`src/rtl/alu_pkg.sv`:
```
// ALU shared definitions: operand width and op codes.
// Also used by the control unit decoder.
package alu_pkg;

  localparam int ALU_WIDTH = 32;

  localparam logic [3:0] ALU_ADD  = 4'b1001;
  localparam logic [3:0] ALU_SUB  = 4'b0001;
  localparam logic [3:0] ALU_XOR  = 4'b0010;
  localparam logic [3:0] ALU_OR   = 4'b0011;
  localparam logic [3:0] ALU_AND  = 4'b0100;
  localparam logic [3:0] ALU_SLL  = 4'b0101;
  localparam logic [3:0] ALU_SRL  = 4'b1101;
  localparam logic [3:0] ALU_SRA  = 4'b1110;
  localparam logic [3:0] ALU_SLT  = 4'b0110;
  localparam logic [3:0] ALU_SLTU = 4'b0111;

endpackage

```
`src/rtl/alu_if.sv`:
```
// ALU operand/result bundle.
// The master side drives operands; the slave side returns the result.
interface alu_if
  import alu_pkg::*;
#(
  parameter int WIDTH = ALU_WIDTH
);

  logic [WIDTH-1:0] rs1;
  logic [WIDTH-1:0] rs2;
  logic [3:0]       ALUop;
  logic [WIDTH-1:0] result;

  modport master (
    output rs1,
    output rs2,
    output ALUop,
    input  result
  );

  modport slave (
    input  rs1,
    input  rs2,
    input  ALUop,
    output result
  );

endinterface

```
`src/rtl/alu_shifter.sv`:
```
// Combinational barrel shifter for the ALU.
// dir=0 shifts left; dir=1 shifts right, sign-filled when arith=1.
module alu_shifter #(
  parameter int WIDTH = 32,
  parameter int SW    = $clog2(WIDTH)
) (
  input  logic [WIDTH-1:0] data,
  input  logic [SW-1:0]    shamt,
  input  logic             dir,
  input  logic             arith,
  output logic [WIDTH-1:0] result
);

  always_comb begin
    result = '0;
    if (!dir) begin
      result = data << shamt;
    end else if (arith) begin
      result = $signed(data) >>> shamt;
    end else begin
      result = data >> shamt;
    end
  end

endmodule

```
`src/rtl/alu.sv`:
```
// Execute-stage integer ALU.
// One op-select mux feeding a single result register.
module alu
  import alu_pkg::*;
#(
  parameter int WIDTH = ALU_WIDTH
) (
  input logic   clk,
  input logic   rst,
  alu_if.slave  bus
);

  localparam int SW = $clog2(WIDTH);

  logic [WIDTH-1:0] sh;
  logic [WIDTH-1:0] f;
  logic [WIDTH-1:0] q;
  logic             dir;
  logic             arith;
  logic             lt_s;
  logic             lt_u;

  assign dir   = (bus.ALUop != ALU_SLL);
  assign arith = (bus.ALUop == ALU_SRA);
  assign lt_s  = $signed(bus.rs1) < $signed(bus.rs2);
  assign lt_u  = bus.rs1 < bus.rs2;

  // Upper rs2 bits are ignored for the shift amount.
  alu_shifter #(
    .WIDTH (WIDTH),
    .SW    (SW)
  ) u_shifter (
    .data   (bus.rs1),
    .shamt  (bus.rs2[SW-1:0]),
    .dir    (dir),
    .arith  (arith),
    .result (sh)
  );

  always_comb begin
    f = '0;
    unique case (1'b1)
      (bus.ALUop == ALU_ADD):  f = bus.rs1 + bus.rs2;
      (bus.ALUop == ALU_SUB):  f = bus.rs1 - bus.rs2;
      (bus.ALUop == ALU_XOR):  f = bus.rs1 ^ bus.rs2;
      (bus.ALUop == ALU_OR):   f = bus.rs1 | bus.rs2;
      (bus.ALUop == ALU_AND):  f = bus.rs1 & bus.rs2;
      (bus.ALUop == ALU_SLL):  f = sh;
      (bus.ALUop == ALU_SRL):  f = sh;
      (bus.ALUop == ALU_SRA):  f = sh;
      (bus.ALUop == ALU_SLT):  f = {{(WIDTH-1){1'b0}}, lt_s};
      (bus.ALUop == ALU_SLTU): f = {{(WIDTH-1){1'b0}}, lt_u};
      default:                 f = '0;
    endcase
  end

  always_ff @(posedge clk) begin
    if (rst) begin
      q <= '0;
    end else begin
      q <= f;
    end
  end

  assign bus.result = q;

endmodule

```
`src/flat_wrapper.sv`:
```
// flat-port wrapper written by rule: the top's interface ports become plain ports
module alu_flat import alu_pkg::*;
#(
  parameter int WIDTH = ALU_WIDTH
)
  (clk, rst, bus_rs1, bus_rs2, bus_ALUop, bus_result);
  alu_if #(.WIDTH(WIDTH)) bus_i ();
  input logic clk;
  input logic rst;
  input wire logic [$bits(bus_i.rs1)-1:0] bus_rs1;
  input wire logic [$bits(bus_i.rs2)-1:0] bus_rs2;
  input wire logic [$bits(bus_i.ALUop)-1:0] bus_ALUop;
  output wire logic [$bits(bus_i.result)-1:0] bus_result;
  assign bus_i.rs1 = bus_rs1;
  assign bus_i.rs2 = bus_rs2;
  assign bus_i.ALUop = bus_ALUop;
  assign bus_result = bus_i.result;
  alu #(.WIDTH(WIDTH)) u_core (.clk(clk), .rst(rst), .bus(bus_i));
endmodule
```
`config.mk`:
```
export PLATFORM = sky130hd
export DESIGN_NAME = alu_flat
export DESIGN_NICKNAME = d
export VERILOG_FILES = /design/src/rtl/alu_pkg.sv /design/src/rtl/alu_if.sv /design/src/rtl/alu_shifter.sv /design/src/rtl/alu.sv /design/src/flat_wrapper.sv
export SDC_FILE = /design/constraint.sdc
export NUM_CORES = 1
export LEC_CHECK = 0
export ABC_CLOCK_PERIOD_IN_PS = 5400
export CAP_MARGIN = 20
export CORE_UTILIZATION = 35
export CTS_CLUSTER_DIAMETER = 100
export DETAILED_ROUTE_END_ITERATION = 12
export GPL_TIMING_DRIVEN = 0
export PLACE_DENSITY_LB_ADDON = 0.25
export SYNTH_ARGS = -nofsm -noshare
export SYNTH_HDL_FRONTEND = slang
export SYNTH_SLANG_ARGS = --single-unit
```
`constraint.sdc`:
```
create_clock -name clk -period 5.4 [get_ports clk]
set_clock_uncertainty 0.05 [all_clocks]
set_input_delay 1.62 -clock clk [delete_from_list [all_inputs] [get_ports clk]]
set_output_delay 1.62 -clock clk [all_outputs]
set_load 0.02 [all_outputs]
```
==> flow_summary.ini, run 1 <==
[detailed_routing]
vias = 12687
ant_nets = 0
drt-pass1-iter-count = 6
drt_iter0_drc = 1642
routed_wl_um = 59180
drc = 0
via_per_inst = 6.618
post_drt_wl_per_cell_um = 30.87

[setup_path]
worstPathMaxFanout = 10
arrival_ns = 5.45
cp_top_family = buffers and inverters
crit_type = primary input to flop
worstPathRequired_ns = 5.55
worst-path-buf-inv = 5
cpMostUsedCell = buf_2
cp_cell_sequence = clkdlybuf4s50_1 -> buf_4 -> buf_2 -> buf_2 -> buf_1 -> nor2_1 -> a21oi_1 -> mux2i_1 -> a211oi_1 -> o21ai_0 -> a31oi_1
end_kind = flop
cp-start-kind = primary input
slowest_delay_ns = 0.68
cp_slowest_cell = buf_1

[synthesis]
ys_seq_elements = 32
ys_warn_count = 0
ys_top_cells_by_count = 145 x nor2_1, 140 x nand2_1, 131 x a21oi_1
syn_nets = 1609
ys_types = 93
synthCells = 1432
synth_top_cell_by_area = ha_1
synth_area_um2 = 10020
yosysMostFrequentCell = nor2_1
async_reset_ff_share_pct = 0
synth_ff_type = dfxtp_1
synth_top_area_share_pct = 13.11
ys_seq_area_share_pct = 6.390
synth_edf_count = 0
synth_area_leaders = ha_1 13%, mux2i_1 6.8%, mux4_2 6.7%, a21oi_1 6.5%, dfxtp_1 6.4%
syn-mean-instance-area_um2 = 7.000

[placement]
gp_congestion = 1.012
hpwl_um = 47360
portBuffers = 98

[clock_tree]
cts_tree = yes
cts_made_buffers = 5
htreeDepth = 2
clock_sinks = 32
cts.clk_slew.worst_paths_ns = 0.06
clockBufferDepth = 2
cts-root-buf = clkbuf_16

[power_and_ir_drop]
power_density_nw_per_um2 = 153.3
power_leakage_uw = 0.004844
ir_drop_mv = 0.09723

[finish]
post-route-util_pct = 42.24
nets = 1714
num-fill-cells = 2993
area.growth.synth_to_final_pct = 18.04
largest_reg_flops = 32
final_layout_size_suffix_gt1_share_pct = 10.27

[timing]
timing.fmax_mhz = 188.6
hold_viol = 0
slew_headroom_pct = 26.82
fin_crit_sh_pct = 98.21
tns_ns = 0
period_needed_ns = 5.303
setup_viol = 0
slew_viol_final = 0
worst_pin_slew_ns = 1.098
grt_setup_unrepaired = no

[die]
start_util_pct = 35.79
fp.dieH_um = 171.2
rows = 61
dieArea_um2 = 29320
coreArea_um2 = 28010
io_pins = 102
die_w_um = 171.2

[global_routing]
grt_overflow = 0
grt_max_degree = 22
grt_pass1_vias = 11993
grt_antenna_before_repair = 3
grt_util_all_layers_pct = 40.37
grt_pass1_wl_um = 84630

[min_path]
hp-class = primary input to flop

[status]
status = finished, final reports clean

[job]
cap_violations = 0
[final cells by class]
| cell class | instances | area, µm² | share of cell area [%] |
|---|---|---|---|
| multi-input cells | 1188 | 8598 | 72.67 |
| repair buffers | 102 | 1015 | 8.576 |
| flip-flops and latches | 32 | 640.6 | 5.414 |
| plain buffers | 107 | 569.3 | 4.811 |
| well taps | 378 | 473.0 | 3.997 |
| inverters | 101 | 387.9 | 3.278 |
| clock buffers | 8 | 146.4 | 1.237 |
| diodes | 1 | 2.502 | 0.02115 |
[stage by stage]
stage | hold WS (ns) | instance area [µm²] | std cells | total power, µW | setup WS [ns]
floorplan | 1.671 | 10020 | 1432 | 978.3 | 0.5821
global placement | 2.130 | 11480 | 1908 | 1440 | -1.776
detailed placement | 2.134 | 11480 | 1908 | 1432 | -1.760
CTS | 1.829 | 11720 | 1915 | 1764 | 0.002870
global route | 1.877 | 11830 | 1916 | 1890 | 0.01124
finish | 1.862 | 11830 | 1917 | 1813 | 0.09671
[power by group]
part | total (µW) | leakage [µW] | internal (µW) | switching, µW
sequential | 256 | 0.000261 | 252 | 4.35
clock | 313 | 0.0000712 | 185 | 129
combinational | 1240 | 0.00451 | 427 | 817
[timing repair]
action,4_1_cts,5_1_grt
endpoints found under the setup margin,27,21
gates resized for setup,25,29
pin swaps,3,7
setup buffers,3,1
hold buffers,0,0
[cells in the final DEF (no fill, tap or decap), drive strengths merged, types with 5 or more instances in the layout]
cell type | netlist | final
o22ai | 19 | 19
nor2b | 16 | 16
a211oi | 32 | 32
buf | 53 | 57
o21ai | 132 | 132
inv | 99 | 99
o221ai | 10 | 10
dfxtp | 32 | 32
o31ai | 12 | 12
clkbuf | 58 | 62
nand3 | 24 | 24
ha | 105 | 105
nor2 | 148 | 148
nand2b | 8 | 8
clkdlybuf4s50 | 0 | 95
or2 | 6 | 6
o2111ai | 5 | 5
mux2 | 8 | 8
a21oi | 136 | 136
a22oi | 16 | 16
mux4 | 30 | 30
o41ai | 5 | 5
o21bai | 15 | 15
o211ai | 22 | 22
xnor2 | 13 | 13
a31o | 6 | 6
a2111oi | 9 | 9
mux2i | 69 | 69
nand2 | 140 | 140
nor4 | 7 | 7
a21boi | 6 | 6
o311ai | 6 | 6
nor3 | 28 | 28
and3 | 11 | 11
a221oi | 16 | 16
a21o | 22 | 22
a31oi | 39 | 39
nand4 | 7 | 7
[kinds of logic (layout without fill, tap and decap cells)]
logic type                 after synthesis  after routing  synth area share, %
DFF                                     32             32                6.390
buffers and inverters                  212            318                9.274
and+or+nand+nor                        416            416                18.81
other                                    0              1                    0
AOI/OAI and AO/OA                      541            541                35.88
adders and majority gates              107            107                13.50
muxes                                  107            107                14.65
xor gates and xnor gates                17             17                1.485
[final timing paths]
check / from / to / slack [ns] / cells past startpoint
setup / recovery: bus_rs2[2] / u_core.bus.result[11] / 0.1 / 11
hold / removal: bus_ALUop[2] / u_core.bus.result[0] / 1.86 / 3
[per-layer routing]
layer | track usage [%] | vias to the layer above | share of wire, %
li1 | - | 5509 | -
met1 | 54.21 | 6224 | 43
met2 | 62.55 | 796 | 43
met3 | 7.777 | 154 | 9.1
met4 | 17.39 | 4 | 4.9
met5 | 0 | - | 0.046
No activity file was read; power rests on OpenSTA's default activity.
==> inputs of run 2 (changes only) <==
--- a/config.mk
+++ b/config.mk
@@ -11,7 +11,9 @@
 export CTS_CLUSTER_DIAMETER = 100
 export DETAILED_ROUTE_END_ITERATION = 12
 export GPL_TIMING_DRIVEN = 0
+export HOLD_SLACK_MARGIN = 0.02
 export PLACE_DENSITY_LB_ADDON = 0.25
 export SYNTH_ARGS = -nofsm -noshare
 export SYNTH_HDL_FRONTEND = slang
 export SYNTH_SLANG_ARGS = --single-unit
+export TNS_END_PERCENT = 30
==> run 2 against run 1 <==
  * The flow now finishes with violations (setup timing)
  * Cell count unchanged
  * Die area unchanged
  * Critical path depth unchanged
  * Design area about the same
  * First-iteration DRC count decreased by 5.8%
  * Power increased by 0.11%
  * Via count about the same
  * Global-route usage about the same
  * Combinational power about the same
  * Critical path type unchanged
  * Largest cell class unchanged
  * Highest routed layer unchanged
==> flow_summary.ini, run 2 (synthesis gave the netlist of run 1 again) <==
[detailed_routing]
routed_wl_um = 59300
drt-pass1-iter-count = 5
via_per_inst = 6.612
drc = 0
ant_nets = 0
drt_iter0_drc = 1547
vias = 12676
post_drt_wl_per_cell_um = 30.93

[placement]
gp_congestion = 1.012
place_inst = 1908
portBuffers = 98
hpwl_um = 47360
placed_cell_area_um2 = 11480

[die]
start_util_pct = 35.79
fp.dieH_um = 171.2
die_w_um = 171.2
rows = 61
coreArea_um2 = 28010
io_pins = 102
dieArea_um2 = 29320

[finish]
final_layout_size_suffix_gt1_share_pct = 10.34
largest_reg_flops = 32
nets = 1714
layout_commonest_cell = nor2_1
area.growth.synth_to_final_pct = 18.06
layout_common_cells = 145 x nor2_1, 140 x nand2_1, 128 x a21oi_1, 118 x o21ai_0, 104 x ha_1
fin_cells = 1917
post-route-util_pct = 42.25
final_cell_area_um2 = 11840

[power_and_ir_drop]
power_density_nw_per_um2 = 153.4
power_leakage_uw = 0.004831
ir_drop_mv = 0.09835

[global_routing]
grt_antenna_before_repair = 3
grt_pass1_vias = 11983
grt_overflow = 0
grt_pass1_wl_um = 84670
grt_max_degree = 22
grt_util_all_layers_pct = 40.39

[timing]
worst_pin_slew_ns = 1.115
hold_viol = 0
setup_viol = 1
period_needed_ns = 5.445
timing.fmax_mhz = 183.7
fin_ws_ns = -0.04481
hold-worst-slack_ns = 1.856
slew_viol_final = 0
fin_crit_sh_pct = 100.8
grt_setup_unrepaired = yes
slew_headroom_pct = 25.65

[clock_tree]
htreeDepth = 2
clockBufferDepth = 2
clock_sinks = 32
hold_buffers = 0
cts.clk_slew.worst_paths_ns = 0.06
cts_tree = yes
cts_made_buffers = 5
cts-root-buf = clkbuf_16

[setup_path]
cp-start-kind = primary input
crit_type = primary input to flop
slowest_delay_ns = 0.67
arrival_ns = 5.53
cpMostUsedCell = buf_2
worstPathMaxFanout = 10
cp_cell_sequence = clkdlybuf4s50_1 -> buf_6 -> buf_2 -> buf_2 -> buf_2 -> clkbuf_1 -> o211ai_1 -> o21ai_0 -> o21ai_0 -> a21oi_1 -> a21oi_2
cp_slowest_cell = clkbuf_1
worstPathRequired_ns = 5.49
end_kind = flop

[min_path]
hp-class = primary input to flop
holdPathEnd = u_core.bus.result[0]
hold_depth = 3
hp-start = bus_ALUop[2]

[status]
status = complete, but fails checks
violations = setup timing

[job]
cap_violations = 0
-- run 2: changes by cell type in the layout (fill, tap and decap cells not counted), moves of 2 or more --
cell,before,now
a21oi_2,6,8
clkbuf_1,49,51
a21oi_1,130,128
buf_6,8,10
buf_4,12,9
clkbuf_2,6,3
o21ai_1,13,11
-- run 2: power breakdown --
part / switching [µW] / internal (µW) / leakage, µW
clock network: 130 / 185 / 0.0000712
logic: 818 / 427 / 0.00450
registers: 4.35 / 252 / 0.000261
-- run 2: layout make-up --
| class | count | area (µm²) |
|---|---|---|
| fillers | 2995 | 16180 |
| multi-input cells | 1188 | 8586 |
| repair buffers | 102 | 1012 |
| flip-flops and latches | 32 | 640.6 |
| plain buffers | 107 | 586.8 |
| well taps | 378 | 473.0 |
| inverters | 101 | 387.9 |
| clock buffers | 8 | 146.4 |
| diodes | 1 | 2.502 |
-- run 2: repair_timing --
action,CTS,global route
buffers inserted,3,1
endpoints found under the hold margin,0,0
endpoints found under the setup margin,27,21
cloned,0,0
pin swaps,3,10
resized for setup,24,32
-- run 2: worst max path at each step --
stage | startpoint | endpoint | cells past startpoint
3_5_place_dp | bus_rs2[3] | u_core.bus.result[30] | 16
3_3_place_gp | bus_rs2[3] | u_core.bus.result[30] | 16
2_1_floorplan | bus_rs2[3] | u_core.bus.result[30] | 15
6_report | bus_rs2[2] | u_core.bus.result[19] | 11
5_1_grt | bus_rs2[3] | u_core.bus.result[26] | 16
4_1_cts | bus_rs2[3] | u_core.bus.result[30] | 15
-- run 2: per-stage QoR --
stage | power (µW) | setup slack [ns] | setup TNS [ns]
3_5_place_dp | 1432 | -1.760 | -34.39
5_1_grt | 1888 | -0.03292 | -0.09798
6_report | 1816 | -0.04481 | -0.04481
3_3_place_gp | 1440 | -1.776 | -34.58
2_1_floorplan | 978.3 | 0.5821 | 0
4_1_cts | 1763 | -0.01119 | -0.01119
-- run 2: worst max-delay path: cells and delay by family --
kind	cells	cell delay (ns)
buffers and inverters	6	2.50
AO/OA/AOI/OAI	5	1.38
-- run 2: routing by layer --
metal / up-vias / global-route usage, % / routed length [µm]
met5: - / 0 / 26
met4: 4 / 16.85 / 2883
met3: 155 / 7.639 / 5629
met2: 831 / 62.74 / 25650
met1: 6187 / 54.41 / 25110
li1: 5499 / - / -
